**config.mk**
```make
export PLATFORM = sky130hd
export DESIGN_NAME = plp_uart_tx_fifo
export DESIGN_NICKNAME = d
export VERILOG_FILES = /design/src/rtl/plp_uart_tx_fifo.sv
export SDC_FILE = /design/constraint.sdc
export NUM_CORES = 1
export LEC_CHECK = 0
export ABC_CLOCK_PERIOD_IN_PS = 3600
export BUFFER_PORTS_ARGS = -buffer_cell sky130_fd_sc_hd__buf_2
export CORE_ASPECT_RATIO = 0.7
export CORE_MARGIN = 2
export CORE_UTILIZATION = 56
export DETAILED_ROUTE_END_ITERATION = 10
export PLACE_DENSITY_LB_ADDON = 0.25
export REMOVE_ABC_BUFFERS = 1
export SYNTH_ARGS = -nofsm -noshare
export SYNTH_HDL_FRONTEND = slang
export SYNTH_SLANG_ARGS = --single-unit
```
**constraint.sdc**
```tcl
create_clock -name clk -period 3.6 [get_ports clk]
set_input_delay 0.18 -clock clk [delete_from_list [all_inputs] [get_ports clk]]
set_output_delay 0.18 -clock clk [all_outputs]
set_load 0.01 [all_outputs]
```
**src/rtl/plp_uart_tx_fifo.sv**
```systemverilog
// UART transmit back end: byte FIFO fed by the bus write strobe, drained by an
// 8N1 LSB-first serialiser driving the tx pin.
module plp_uart_tx_fifo #(
    parameter int unsigned BAUD_DIV = 434,
    parameter int unsigned AW       = 4
) (
    input  logic          clk,
    input  logic          rst,
    input  logic          wr,
    input  logic [7:0]    wdata,
    input  logic          clr_ovf,
    output logic          full,
    output logic          empty,
    output logic [AW:0]   count,
    output logic          busy,
    output logic          ovf,
    output logic          tx
);

    localparam int unsigned DEPTH = 1 << AW;
    localparam int unsigned BCW   = $clog2(BAUD_DIV);
    localparam logic [BCW-1:0] BC_TOP  = BCW'(BAUD_DIV - 1);
    localparam logic [AW:0]    DEPTH_C = (AW + 1)'(DEPTH);

    typedef enum logic [1:0] {IDLE, START, DATA, STOP} state_t;

    state_t         state_q, state_d;
    logic [BCW-1:0] bc_q, bc_d;
    logic [2:0]     bit_q, bit_d;
    logic [7:0]     sr_q, sr_d;
    logic [AW-1:0]  rptr_q, wptr_q;
    logic [AW:0]    cnt_d;
    logic           ovf_d;
    logic           tx_d;
    logic           tick;
    logic           pop;
    logic           push;
    logic [7:0]     head;
    logic [7:0]     mem [DEPTH];

    assign tick = (bc_q == '0);
    assign head = mem[rptr_q];
    // A full FIFO still accepts a byte when the serialiser frees a slot this cycle.
    assign push = wr && (!full || pop);

    // Next-state, dequeue and serial line value.
    always_comb begin
        state_d = state_q;
        bc_d    = bc_q;
        bit_d   = bit_q;
        sr_d    = sr_q;
        pop     = 1'b0;
        tx_d    = 1'b1;
        if (state_q != IDLE) begin
            bc_d = tick ? BC_TOP : bc_q - BCW'(1);
        end
        case (state_q)
            IDLE: begin
                if (!empty) begin
                    pop     = 1'b1;
                    sr_d    = head;
                    bc_d    = BC_TOP;
                    state_d = START;
                end
            end
            START: begin
                tx_d = 1'b0;
                if (tick) begin
                    bit_d   = 3'd0;
                    state_d = DATA;
                end
            end
            DATA: begin
                tx_d = sr_q[0];
                if (tick) begin
                    sr_d  = {1'b0, sr_q[7:1]};
                    bit_d = bit_q + 3'd1;
                    if (bit_q == 3'd7) begin
                        state_d = STOP;
                    end
                end
            end
            STOP: begin
                tx_d = 1'b1;
                if (tick) begin
                    if (!empty) begin
                        pop     = 1'b1;
                        sr_d    = head;
                        state_d = START;
                    end else begin
                        state_d = IDLE;
                    end
                end
            end
            default: state_d = IDLE;
        endcase
    end

    // Occupancy and sticky overflow; a dropped write beats a simultaneous clear.
    always_comb begin
        cnt_d = count;
        unique case ({push, pop})
            2'b10:   cnt_d = count + (AW + 1)'(1);
            2'b01:   cnt_d = count - (AW + 1)'(1);
            default: cnt_d = count;
        endcase
        ovf_d = ovf;
        if (clr_ovf) begin
            ovf_d = 1'b0;
        end
        if (wr && !push) begin
            ovf_d = 1'b1;
        end
    end

    always_ff @(posedge clk or negedge rst) begin
        if (!rst) begin
            state_q <= IDLE;
            bc_q    <= '0;
            bit_q   <= '0;
            sr_q    <= '0;
            rptr_q  <= '0;
            wptr_q  <= '0;
            count   <= '0;
            full    <= 1'b0;
            empty   <= 1'b1;
            busy    <= 1'b0;
            ovf     <= 1'b0;
            tx      <= 1'b1;
        end else begin
            state_q <= state_d;
            bc_q    <= bc_d;
            bit_q   <= bit_d;
            sr_q    <= sr_d;
            if (pop) begin
                rptr_q <= rptr_q + AW'(1);
            end
            if (push) begin
                wptr_q <= wptr_q + AW'(1);
            end
            count   <= cnt_d;
            full    <= (cnt_d == DEPTH_C);
            empty   <= (cnt_d == '0);
            busy    <= (state_d != IDLE);
            ovf     <= ovf_d;
            tx      <= tx_d;
        end
    end

    // Storage needs no reset: the pointers and count define what is valid.
    always_ff @(posedge clk) begin
        if (push) begin
            mem[wptr_q] <= wdata;
        end
    end

endmodule

```
==> flow_metrics.env, run 1 <==
export IMPL_status="completed"
export IMPL_firstDrtPassIters=4
export IMPL_maxSlewViolCount=0
export IMPL_clockRootBuffer="sky130_fd_sc_hd__clkbuf_16"
export IMPL_synthToLayoutAreaGrowth_pct=13.3
export IMPL_maxUsedRoutingLayer="met4"
export IMPL_place_hpwl_mm=9.43
export IMPL_postSynth_asyncResetShare_pct=23.8
export IMPL_place_gp_congestion=0.806
export IMPL_synth_ff_latch_count=168
export IMPL_worst_setup_path_type="flip-flop to flip-flop"
export IMPL_crit_chain="inv_1 -> ha_1 -> or4b_4 -> nor2_4 -> o311a_4 -> inv_1 -> ha_1 -> xor2_1 -> ha_2 -> mux2_2 -> a222oi_1 -> nor2_1 -> xor2_1 -> nor3b_2"
export IMPL_startpoint_type="flip-flop"
export IMPL_drt_wl_total_mm=14.3
export IMPL_hold_slack_ns=0.0334
export IMPL_gr_usage_all_layers_pct=22.2
export IMPL_wl_met1_mm=6.72
export IMPL_maxCapViolations=0
export IMPL_cell_internal_pwr_uw=4350
export IMPL_drc=0
export IMPL_cell_count_after_placement=622
export IMPL_worst_hold_path_num_cells=3
export IMPL_grt_remaining_overflow=0
export IMPL_synth_top_cell_area_share_pct=53.3
export IMPL_synth_area_top_cells="sky130_fd_sc_hd__edfxtp_1, sky130_fd_sc_hd__dfrtp_1, sky130_fd_sc_hd__mux4_2"
export IMPL_timing_worst_slew_pin_value_ns=0.921
export IMPL_die_footprint_um2=13800
export IMPL_met2WireLength_mm=6.63
export IMPL_skew_ns=0.00752
export IMPL_layout_worst_path_cycle_share_pct=94.0
export IMPL_antenna_diode_instance_count=0
export IMPL_share_of_cells_above_drive_strength_1_pct=26.5
export IMPL_number_of_antenna_violations_at_the_first_check_in_global_routing=0
export IMPL_final_net_count=511
export IMPL_placement_rows=34
export IMPL_top_level_ports=22
export IMPL_timing_max_slew_rel_slack_pct=38.6
export IMPL_number_of_vias_in_the_routed_layout=3966
export IMPL_clock_network_fraction_of_total_power_pct=27.4
export IMPL_die_x_um=140
export IMPL_power_per_cell_area_nw_per_um2=788
export IMPL_min_period_ns=3.39
export IMPL_per_cell_routed_wire_length_um=21.7
export IMPL_leakage_power_uw=0.00291
export IMPL_cp_end_kind="flip-flop"
export IMPL_hold_viol=0
export IMPL_synth_warnings=0
export IMPL_grt_first_pass_wirelength_mm=22.5
export IMPL_synth_largest_area_cell="sky130_fd_sc_hd__edfxtp_1"
export IMPL_worst_path_max_fanout=5
export IMPL_route_antenna_remaining_nets=0
export IMPL_syn_area_um2=7210
export IMPL_reg2regPathDepth=14
export IMPL_setup_tns_ns=0
export IMPL_power_sequential_fraction_pct=43.0
export IMPL_crit_required_ns=3.94
export IMPL_slowest_delay_ns=0.51
export IMPL_synth_cells=439
export IMPL_setup_viol=0
export IMPL_highest_delay_cell_along_the_critical_path="sky130_fd_sc_hd__or4b_4"
export IMPL_worstSkewPairLatency_ns=0.42
export IMPL_peak_supply_drop_mv=0.507
export IMPL_dominantRegCellSynth="sky130_fd_sc_hd__edfxtp_1"
export IMPL_layout_cells_non_filler=657
export IMPL_power_switching_fraction_pct=32.5
export IMPL_cts_max_path_buffers=2
export IMPL_cts_htree_levels=4
export IMPL_number_of_synthesized_flops_with_an_enable_pin=128
export IMPL_die_height_um=99.0
export IMPL_grt_max_degree=41
export IMPL_yosysSeqAreaShare_pct=67.2
export IMPL_total_power_uw=6440
export IMPL_tritoncts_num_sinks=168
export IMPL_cp_data_arrival_time_ns=3.73
export IMPL_detail_route_iter0_violations=332
export IMPL_place_port_buffers=21
export IMPL_fp_coreArea_um2=12500
export IMPL_via_density_per_instance=6.04
export IMPL_synth_cell_type_count=56
export IMPL_routed_wl_met3_um=841
export IMPL_worstHoldPathType="input port to flip-flop"
export IMPL_clk_pin_slew_worst_paths_ns=0.06
export IMPL_highest_clock_rate_ghz=0.295
export IMPL_power_net_switching_uw=2090
export IMPL_combinationalPowerShare_pct=29.6
export IMPL_vias_in_the_first_global_route=4034
export IMPL_cts_buffers_inserted=17
export IMPL_tritoncts="built"
export IMPL_postSynthAreaPerCell_um2=16.4
export IMPL_initial_core_utilization_pct=57.7
-- cells in the mapped netlist (2+ instances only) --
master	instances
sky130_fd_sc_hd__edfxtp_1	128
sky130_fd_sc_hd__dfrtp_1	38
sky130_fd_sc_hd__mux4_2	33
sky130_fd_sc_hd__a21oi_1	32
sky130_fd_sc_hd__nor2_1	29
sky130_fd_sc_hd__o21ai_0	19
sky130_fd_sc_hd__ha_1	17
sky130_fd_sc_hd__nand2_1	16
sky130_fd_sc_hd__a22oi_1	15
sky130_fd_sc_hd__inv_1	12
sky130_fd_sc_hd__clkbuf_1	8
sky130_fd_sc_hd__nor3_1	8
sky130_fd_sc_hd__nor2b_1	6
sky130_fd_sc_hd__xnor2_1	5
sky130_fd_sc_hd__xor2_1	5
sky130_fd_sc_hd__buf_1	4
sky130_fd_sc_hd__buf_4	4
sky130_fd_sc_hd__a21o_1	3
sky130_fd_sc_hd__mux2_2	3
sky130_fd_sc_hd__nand2b_1	3
sky130_fd_sc_hd__nand3_1	3
sky130_fd_sc_hd__o22ai_1	3
sky130_fd_sc_hd__o31ai_1	3
sky130_fd_sc_hd__a211o_1	2
sky130_fd_sc_hd__a221o_1	2
sky130_fd_sc_hd__a32o_1	2
sky130_fd_sc_hd__and3_2	2
sky130_fd_sc_hd__buf_2	2
sky130_fd_sc_hd__clkbuf_8	2
sky130_fd_sc_hd__dfstp_2	2
sky130_fd_sc_hd__nand2_4	2
sky130_fd_sc_hd__nor4_4	2
-- what timing repair did --
item,4_1_cts,5_1_grt
resized for setup,0,3
setup endpoints to repair,0,2
buffers inserted,0,1
hold endpoints to repair,39,0
hold buffers,2,0
-- cells by family after synthesis --
logic type / after synthesis / synth area share, %
buf+inv: 33 / 2.46
flops: 168 / 67.2
simple gates: 84 / 7.01
compound gates: 90 / 8.17
fa+ha+maj: 17 / 2.95
xor+xnor: 11 / 1.44
mux: 36 / 10.8
-- cell usage in the layout (no fill, tap or decap), types with 4 or more instances in the layout --
master	count
sky130_fd_sc_hd__xnor2_1	5
sky130_fd_sc_hd__xor2_1	5
sky130_fd_sc_hd__edfxtp_1	128
sky130_fd_sc_hd__inv_1	11
sky130_fd_sc_hd__nor2b_1	6
sky130_fd_sc_hd__nor3_1	8
sky130_fd_sc_hd__buf_2	21
sky130_fd_sc_hd__nand2_1	16
sky130_fd_sc_hd__clkbuf_16	17
sky130_fd_sc_hd__a21oi_1	32
sky130_fd_sc_hd__clkinv_4	4
sky130_fd_sc_hd__a22oi_1	15
sky130_fd_sc_hd__o21ai_0	19
sky130_fd_sc_hd__ha_1	16
sky130_fd_sc_hd__dfrtp_1	37
sky130_fd_sc_hd__nor2_1	29
sky130_fd_sc_hd__buf_4	21
sky130_fd_sc_hd__mux4_2	33
-- area by class of cell --
class | count | area (µm²)
Clock inverter | 15 | 151
Clock buffer | 17 | 425
Sequential cell | 168 | 4850
Fill cell | 902 | 4340
Timing Repair Buffer | 45 | 303
Inverter | 12 | 45.0
Tap cell | 162 | 203
Multi-Input combinational cell | 238 | 2200
-- metrics by stage --
step	setup slack [ns]	cell area, µm²	utilization [%]
6_report	0.215	8170	65.3
5_1_grt	-0.0315	8170	65.3
4_1_cts	0.165	8160	65.2
3_5_place_dp	0.196	7560	60.4
3_3_place_gp	0.334	7560	60.4
2_1_floorplan	0.280	7080	-
-- worst max-delay path, delay by kind of cell (launching register included) --
| kind | cells | cell delay (ns) |
|---|---|---|
| buffers and inverters | 2 | 0.18 |
| muxes | 1 | 0.26 |
| and+or+nand+nor | 4 | 0.97 |
| xor gates and xnor gates | 2 | 0.41 |
| adders and majority gates | 3 | 0.60 |
| DFF | 1 | 0.38 |
| AOI/OAI and AO/OA | 2 | 0.51 |
-- per-layer routing --
| metal | GRT usage, % | vias up |
|---|---|---|
| met5 | 0 | - |
| met4 | 5.08 | 0 |
| met3 | 6.56 | 8 |
| met2 | 32.0 | 108 |
| met1 | 34.1 | 2048 |
| li1 | - | 1802 |
-- sequential cells by signal (all words and copies together) (netlist names), 2 cells and up --
signal / flops
bit_q: 3
rptr_q: 4
bc_q: 9
sr_q: 8
wptr_q: 4
mem: 128
state_q: 2
count: 5
-- worst paths after layout --
check,endpoint,slack (ns),startpoint
worst max-delay path,full,0.21,bc_q[1]
worst min-delay path,ovf,0.03,wr
worst max register to register,full,0.21,bc_q[1]
worst min register to register,count[4],0.49,count[4]
max in group asynchronous,rptr_q[0],2.53,rst
min in group asynchronous,bc_q[7],0.43,rst
-- power by group through the flow --
stage	Sequential, µW	Clock, µW	Combinational (µW)
floorplan	2820	0	1260
global placement	2780	0	1830
detailed placement	2810	0	1900
CTS	2770	1800	1910
global route	2820	1890	2090
finish	2770	1770	1900
Note: power is estimated with default switching activity, not from simulation.
==> inputs of run 2 (changes only) <==
--- a/config.mk
+++ b/config.mk
@@ -5,12 +5,12 @@
 export SDC_FILE = /design/constraint.sdc
 export NUM_CORES = 1
 export LEC_CHECK = 0
-export ABC_CLOCK_PERIOD_IN_PS = 3600
-export BUFFER_PORTS_ARGS = -buffer_cell sky130_fd_sc_hd__buf_2
+export ABC_CLOCK_PERIOD_IN_PS = 3700
 export CORE_ASPECT_RATIO = 0.7
 export CORE_MARGIN = 2
-export CORE_UTILIZATION = 56
+export CORE_UTILIZATION = 63
 export DETAILED_ROUTE_END_ITERATION = 10
+export DONT_BUFFER_PORTS = 1
 export PLACE_DENSITY_LB_ADDON = 0.25
 export REMOVE_ABC_BUFFERS = 1
 export SYNTH_ARGS = -nofsm -noshare
==> constraint.sdc (replaced) <==
create_clock -name clk -period 3.7 [get_ports clk]
set_input_delay 0.185 -clock clk [delete_from_list [all_inputs] [get_ports clk]]
set_output_delay 0.185 -clock clk [all_outputs]
set_load 0.01 [all_outputs]
==> run 2 against run 1 <==
Worst hold slack improved by 0.18 ns. Clock skew up 0.0010 ns. Cell count shrank 2.3%. Die area down 11%. Count of clock-buffer cells in the layout is the same. Largest cell class unchanged. Final area is 0.49% higher. Sequential power hardly changed. Maximum frequency fell by 2.4%. Sequential share of layout area is 0.29 points lower. Power fell by 1.9%. Non-clock buffer count is 6 lower.
==> flow_metrics.env, run 2 (synthesis results as in run 1) <==
export IMPL_die_x_um=132
export IMPL_cell_internal_pwr_uw=4190
export IMPL_die_height_um=93.5
export IMPL_power_per_cell_area_nw_per_um2=769
export IMPL_final_seq_area_um2=4850
export IMPL_highest_delay_cell_along_the_critical_path="sky130_fd_sc_hd__or4b_4"
export IMPL_startpoint_type="flip-flop"
export IMPL_crit_required_ns=4.04
export IMPL_timing_worst_slew_pin_value_ns=1.02
export IMPL_worstSkewPairLatency_ns=0.42
export IMPL_skew_ns=0.00855
export IMPL_total_power_uw=6320
export IMPL_gr_usage_all_layers_pct=25.6
export IMPL_registers_top_by_ff_count="mem"
export IMPL_cts_buffers_inserted=17
export IMPL_number_of_vias_in_the_routed_layout=4061
export IMPL_worst_path_max_fanout=5
export IMPL_die_footprint_um2=12300
export IMPL_clk_pin_slew_worst_paths_ns=0.07
export IMPL_timing_max_slew_rel_slack_pct=32.2
export IMPL_status="completed"
export IMPL_most_common_layout_cells="sky130_fd_sc_hd__edfxtp_1, sky130_fd_sc_hd__dfrtp_1, sky130_fd_sc_hd__mux4_2"
export IMPL_leakage_power_uw=0.00291
export IMPL_clock_network_fraction_of_total_power_pct=28.1
export IMPL_min_period_ns=3.47
export IMPL_route_antenna_remaining_nets=0
export IMPL_maxCapViolations=0
export IMPL_final_common_cell="sky130_fd_sc_hd__edfxtp_1"
export IMPL_detail_route_iter0_violations=406
export IMPL_hold_viol=0
export IMPL_drc=0
export IMPL_post_place_cell_area_um2=7450
export IMPL_cts_htree_levels=4
export IMPL_antenna_diode_instance_count=0
export IMPL_synthToLayoutAreaGrowth_pct=13.8
export IMPL_final_net_count=505
export IMPL_combinationalPowerShare_pct=27.9
export IMPL_number_of_antenna_violations_at_the_first_check_in_global_routing=0
export IMPL_layout_worst_path_cycle_share_pct=93.7
export IMPL_critPathTopFamily="simple AND/OR/NAND/NOR gates"
export IMPL_cts_max_path_buffers=2
export IMPL_place_hpwl_mm=8.95
export IMPL_highest_clock_rate_ghz=0.288
export IMPL_share_of_cells_above_drive_strength_1_pct=23.9
export IMPL_power_net_switching_uw=2130
export IMPL_placement_rows=32
export IMPL_critical_path_n_buffers_inverters=2
export IMPL_firstDrtPassIters=4
export IMPL_worst_hold_startpoint="wr"
export IMPL_via_density_per_instance=6.33
export IMPL_worst_hold_path_num_cells=3
export IMPL_post_route_cell_area_um2=8210
export IMPL_place_gp_congestion=0.802
export IMPL_tritoncts_num_sinks=168
export IMPL_crit_chain="inv_1 -> ha_1 -> or4b_4 -> nor2_4 -> o311a_4 -> inv_1 -> ha_1 -> xor2_1 -> ha_2 -> mux2_2 -> a222oi_1 -> nor2_1 -> xor2_1 -> nor3b_2"
export IMPL_reg2reg_from="bc_q[0]"
export IMPL_cp_end_kind="flip-flop"
export IMPL_vias_in_the_first_global_route=4040
export IMPL_grt_max_degree=41
export IMPL_timing_rr_end="full"
export IMPL_clockRootBuffer="sky130_fd_sc_hd__clkbuf_16"
export IMPL_fp_coreArea_um2=11100
export IMPL_worstHoldPathType="input port to flip-flop"
export IMPL_power_sequential_fraction_pct=44.0
export IMPL_timing_reg2reg_setup_slack_ns=0.23
export IMPL_place_port_buffers=0
export IMPL_slowest_delay_ns=0.51
export IMPL_power_switching_fraction_pct=33.7
export IMPL_reg_largest_list="mem: 128 flops, bc_q: 9 flops, sr_q: 8 flops"
export IMPL_drt_wl_total_mm=14.5
export IMPL_hold_path_end="wptr_q[0]"
export IMPL_grt_remaining_overflow=0
export IMPL_multi_input_logic_area_um2=2200
export IMPL_worst_setup_path_type="flip-flop to flip-flop"
export IMPL_reg2regPathDepth=14
export IMPL_top_level_ports=22
export IMPL_final_fill_count=659
export IMPL_largest_register_ff_count=128
export IMPL_peak_supply_drop_mv=0.444
export IMPL_grt_first_pass_wirelength_mm=22.9
export IMPL_per_cell_routed_wire_length_um=22.6
export IMPL_cp_data_arrival_time_ns=3.81
export IMPL_initial_core_utilization_pct=65.0
export IMPL_setup_viol=0
export IMPL_tritoncts="built"
export IMPL_maxSlewViolCount=0
[run 2: power groups by stage]
stage | logic (µW) | clock network (µW) | registers [µW]
2_1_floorplan | 1220 | 0 | 2740
3_3_place_gp | 1610 | 0 | 2780
3_5_place_dp | 1670 | 0 | 2810
4_1_cts | 1720 | 1800 | 2780
5_1_grt | 1930 | 1890 | 2820
6_report | 1760 | 1780 | 2780
[run 2: per-stage QoR]
| stage | util (%) | TNS (ns) | hold WS, ns | instances | worst slack [ns] |
|---|---|---|---|---|---|
| floorplan | - | 0 | -0.111 | 418 | 0.380 |
| global placement | 67.1 | 0 | -0.110 | 594 | 0.451 |
| detailed placement | 67.1 | 0 | -0.110 | 594 | 0.206 |
| CTS | 73.7 | 0 | 0.203 | 638 | 0.105 |
| global route | 74.0 | -0.0119 | 0.203 | 642 | -0.0119 |
| finish | 74.0 | 0 | 0.216 | 642 | 0.233 |
[run 2: final cells by class]
type	count	share of cell area, %
repair buffers	39	4.05
well taps	153	2.33
clock buffers	17	5.18
clock inverters	15	2.10
multi-input cells	238	26.7
inverters	12	0.549
flip-flops and latches	168	59.0
[run 2: what timing repair did]
action	CTS	global route
gates resized for setup	0	2
hold buffers	12	0
endpoints found under the hold margin	169	0
setup endpoints to repair	0	2
buffers inserted	0	4
[run 2: metal layers]
metal	vias up	global-route usage (%)	routed length (µm)
met4	0	5.98	172
met1	2070	37.4	6350
met5	-	0	0
met3	16	7.43	1110
li1	1806	-	-
met2	169	38.7	6900
[run 2: worst reg2reg max path: stages, from the launching register on]
cell and delay [ns]:
sky130_fd_sc_hd__dfrtp_1 0.41, sky130_fd_sc_hd__inv_1 0.11, sky130_fd_sc_hd__ha_1 0.18, sky130_fd_sc_hd__or4b_4 0.51, sky130_fd_sc_hd__nor2_4 0.17, sky130_fd_sc_hd__o311a_4 0.18
sky130_fd_sc_hd__inv_1 0.06, sky130_fd_sc_hd__ha_1 0.21, sky130_fd_sc_hd__xor2_1 0.17, sky130_fd_sc_hd__ha_2 0.22, sky130_fd_sc_hd__mux2_2 0.27, sky130_fd_sc_hd__a222oi_1 0.35
sky130_fd_sc_hd__nor2_1 0.11, sky130_fd_sc_hd__xor2_1 0.24, sky130_fd_sc_hd__nor3b_2 0.21
[run 2: how the worst max path moves through the flow]
stage                        from  slack [ns]  endpoint  depth (start not counted)
final                     bc_q[0]        0.23      full                         14
after global routing      bc_q[0]       -0.01      full                         14
after CTS                 bc_q[0]        0.10      full                         14
after detailed placement  bc_q[0]        0.21      full                         14
after global placement    bc_q[0]        0.45      full                         14
after floorplan           bc_q[0]        0.38      full                         14
==> inputs of run 3 (changes only) <==
--- a/config.mk
+++ b/config.mk
@@ -5,7 +5,7 @@
 export SDC_FILE = /design/constraint.sdc
 export NUM_CORES = 1
 export LEC_CHECK = 0
-export ABC_CLOCK_PERIOD_IN_PS = 3700
+export ABC_CLOCK_PERIOD_IN_PS = 3800
 export CORE_ASPECT_RATIO = 0.7
 export CORE_MARGIN = 2
 export CORE_UTILIZATION = 63
==> constraint.sdc (replaced) <==
create_clock -name clk -period 3.8 [get_ports clk]
set_input_delay 0.19 -clock clk [delete_from_list [all_inputs] [get_ports clk]]
set_output_delay 0.19 -clock clk [all_outputs]
set_load 0.01 [all_outputs]
==> run 3 against run 2 <==
Sequential share of layout area grew 0.51 points. Sequential cell count stayed put. Cell count down 1.2%. Largest power group unchanged. Die area stayed put.
==> flow_metrics.env, run 3 (synthesis results as in run 1) <==
export IMPL_combinationalPowerShare_pct=28.0
export IMPL_cts_htree_levels=4
export IMPL_grt_use_met2_pct=38.3
export IMPL_final_core_util_pct=73.4
export IMPL_min_period_ns=3.51
export IMPL_most_common_layout_cells="sky130_fd_sc_hd__edfxtp_1, sky130_fd_sc_hd__dfrtp_1, sky130_fd_sc_hd__mux4_2"
export IMPL_place_gp_congestion=0.857
export IMPL_worst_setup_path_type="flip-flop to flip-flop"
export IMPL_timing_reg2reg_setup_slack_ns=0.29
export IMPL_groute_layer_met3_usage_pct=5.85
export IMPL_cp_data_arrival_time_ns=3.85
export IMPL_cts_repair_timing_setup_buffer_count=0
export IMPL_initial_core_utilization_pct=65.0
export IMPL_number_of_antenna_violations_at_the_first_check_in_global_routing=0
export IMPL_power_per_cell_area_nw_per_um2=748
export IMPL_peak_supply_drop_mv=0.471
export IMPL_layout_worst_path_cycle_share_pct=92.4
export IMPL_startpoint_type="flip-flop"
export IMPL_firstDrtPassIters=5
export IMPL_maxCapViolations=0
export IMPL_worstHoldPathType="input port to asynchronous set/reset pin"
export IMPL_setup_viol=0
export IMPL_skew_ns=0.0113
export IMPL_post_place_cell_area_um2=7420
export IMPL_worstSkewPairLatency_ns=0.42
export IMPL_clockRootBuffer="sky130_fd_sc_hd__clkbuf_16"
export IMPL_clock_network_fraction_of_total_power_pct=28.2
export IMPL_hold_viol=0
export IMPL_crit_chain="inv_1 -> ha_1 -> or4b_4 -> nor2_4 -> o311a_4 -> inv_1 -> ha_2 -> xor2_1 -> ha_1 -> mux2_2 -> a222oi_1 -> nor2_1 -> xor2_1 -> nor3b_1"
export IMPL_power_sequential_fraction_pct=43.8
export IMPL_registers_top_by_ff_count="mem"
export IMPL_place_port_buffers=0
export IMPL_share_of_cells_above_drive_strength_1_pct=22.5
export IMPL_placement_rows=32
export IMPL_maxSlewViolCount=0
export IMPL_cp_end_kind="flip-flop"
export IMPL_highest_clock_rate_ghz=0.285
export IMPL_vias_in_the_first_global_route=4006
export IMPL_cell_internal_pwr_uw=4080
export IMPL_largest_register_ff_count=128
export IMPL_reg2reg_from="bc_q[0]"
export IMPL_slowest_delay_ns=0.51
export IMPL_cts_max_path_buffers=2
export IMPL_reg_largest_list="mem: 128 flops, bc_q: 9 flops, sr_q: 8 flops"
export IMPL_crit_required_ns=4.14
export IMPL_die_height_um=93.5
export IMPL_multi_input_logic_area_um2=2190
export IMPL_globalRoute_busiestLayer="met1"
export IMPL_worst_path_max_fanout=9
export IMPL_final_net_count=497
export IMPL_final_setup_worst_slack_ns=0.288
export IMPL_post_route_cell_area_um2=8140
export IMPL_synthToLayoutAreaGrowth_pct=12.9
export IMPL_place_worst_setup_slack_ns=0.269
export IMPL_status="completed"
export IMPL_leakage_power_uw=0.00285
export IMPL_final_fill_count=685
export IMPL_antenna_diode_instance_count=0
export IMPL_number_of_vias_in_the_routed_layout=4026
export IMPL_grt_remaining_overflow=0
export IMPL_die_footprint_um2=12300
export IMPL_drt_wl_total_mm=14.7
export IMPL_grt_first_pass_wirelength_mm=22.8
export IMPL_drc=0
export IMPL_via_density_per_instance=6.35
export IMPL_groute_layer_met1_usage_pct=38.8
export IMPL_top_level_ports=22
export IMPL_route_antenna_remaining_nets=0
export IMPL_timing_worst_slew_pin_value_ns=0.883
export IMPL_final_common_cell="sky130_fd_sc_hd__edfxtp_1"
export IMPL_timing_max_slew_rel_slack_pct=40.9
export IMPL_detail_route_iter0_violations=452
export IMPL_tritoncts="built"
export IMPL_per_cell_routed_wire_length_um=23.1
export IMPL_rsz_0062_raised_after_global_routing="false"
export IMPL_power_net_switching_uw=2000
export IMPL_final_seq_area_um2=4850
export IMPL_cts_buffers_inserted=17
export IMPL_fp_coreArea_um2=11100
export IMPL_grt_max_degree=41
export IMPL_total_power_uw=6090
export IMPL_highest_delay_cell_along_the_critical_path="sky130_fd_sc_hd__or4b_4"
export IMPL_power_switching_fraction_pct=32.9
export IMPL_gr_usage_all_layers_pct=25.8
export IMPL_die_x_um=132
export IMPL_startpoint="bc_q[0]"
export IMPL_place_hpwl_mm=9.06
export IMPL_setup_tns_ns=0
export IMPL_tritoncts_num_sinks=168
export IMPL_clk_pin_slew_worst_paths_ns=0.07
run 3: worst paths after layout:
kind / cells after the start / end
worst max-delay path: 14 / full
worst min register to register: 1 / bit_q[2]
min in group clk: 3 / wptr_q[0]
max in group asynchronous: 2 / empty
worst max register to register: 14 / full
worst min-delay path: 2 / bc_q[0]
run 3: what timing repair did:
item                                    4_1_cts  5_1_grt
endpoints found under the hold margin       169        0
gates resized for setup                       0        2
endpoints found under the setup margin        0        2
hold buffers                                 12        0
run 3: layout make-up:
class | instances | area share [%]
Clock inverter | 15 | 2.03
Sequential cell | 168 | 59.6
Inverter | 12 | 0.553
Multi-Input combinational cell | 238 | 26.9
Tap cell | 153 | 2.35
Clock buffer | 17 | 5.23
Timing Repair Buffer | 31 | 3.35
run 3: routing by layer:
metal,vias to the layer above,wire (µm)
met5,-,0
met4,0,238
met3,17,1080
met2,174,6850
met1,2056,6480
li1,1779,-
run 3: metrics by stage:
stage | instances | hold WS, ns
6_report | 634 | 0.219
5_1_grt | 634 | 0.217
4_1_cts | 634 | 0.209
3_5_place_dp | 590 | -0.105
3_3_place_gp | 590 | -0.105
2_1_floorplan | 418 | -0.106
run 3: power by group through the flow:
| stage | logic [µW] | registers, µW | clock network, µW |
|---|---|---|---|
| finish | 1700 | 2670 | 1720 |
| CTS | 1700 | 2670 | 1730 |
| floorplan | 1190 | 2670 | 0 |
| detailed placement | 1630 | 2700 | 0 |
| global route | 1860 | 2710 | 1810 |
| global placement | 1580 | 2670 | 0 |
run 3: worst max-delay path: cells and delay by family, from the launching register on:
kind                       cells  cell delay [ns]
buffers and inverters          2             0.17
and+or+nand+nor                4             1.03
muxes                          1             0.28
xor gates and xnor gates       2             0.38
AOI/OAI and AO/OA              2             0.51
DFF                            1             0.41
adders and majority gates      3             0.64
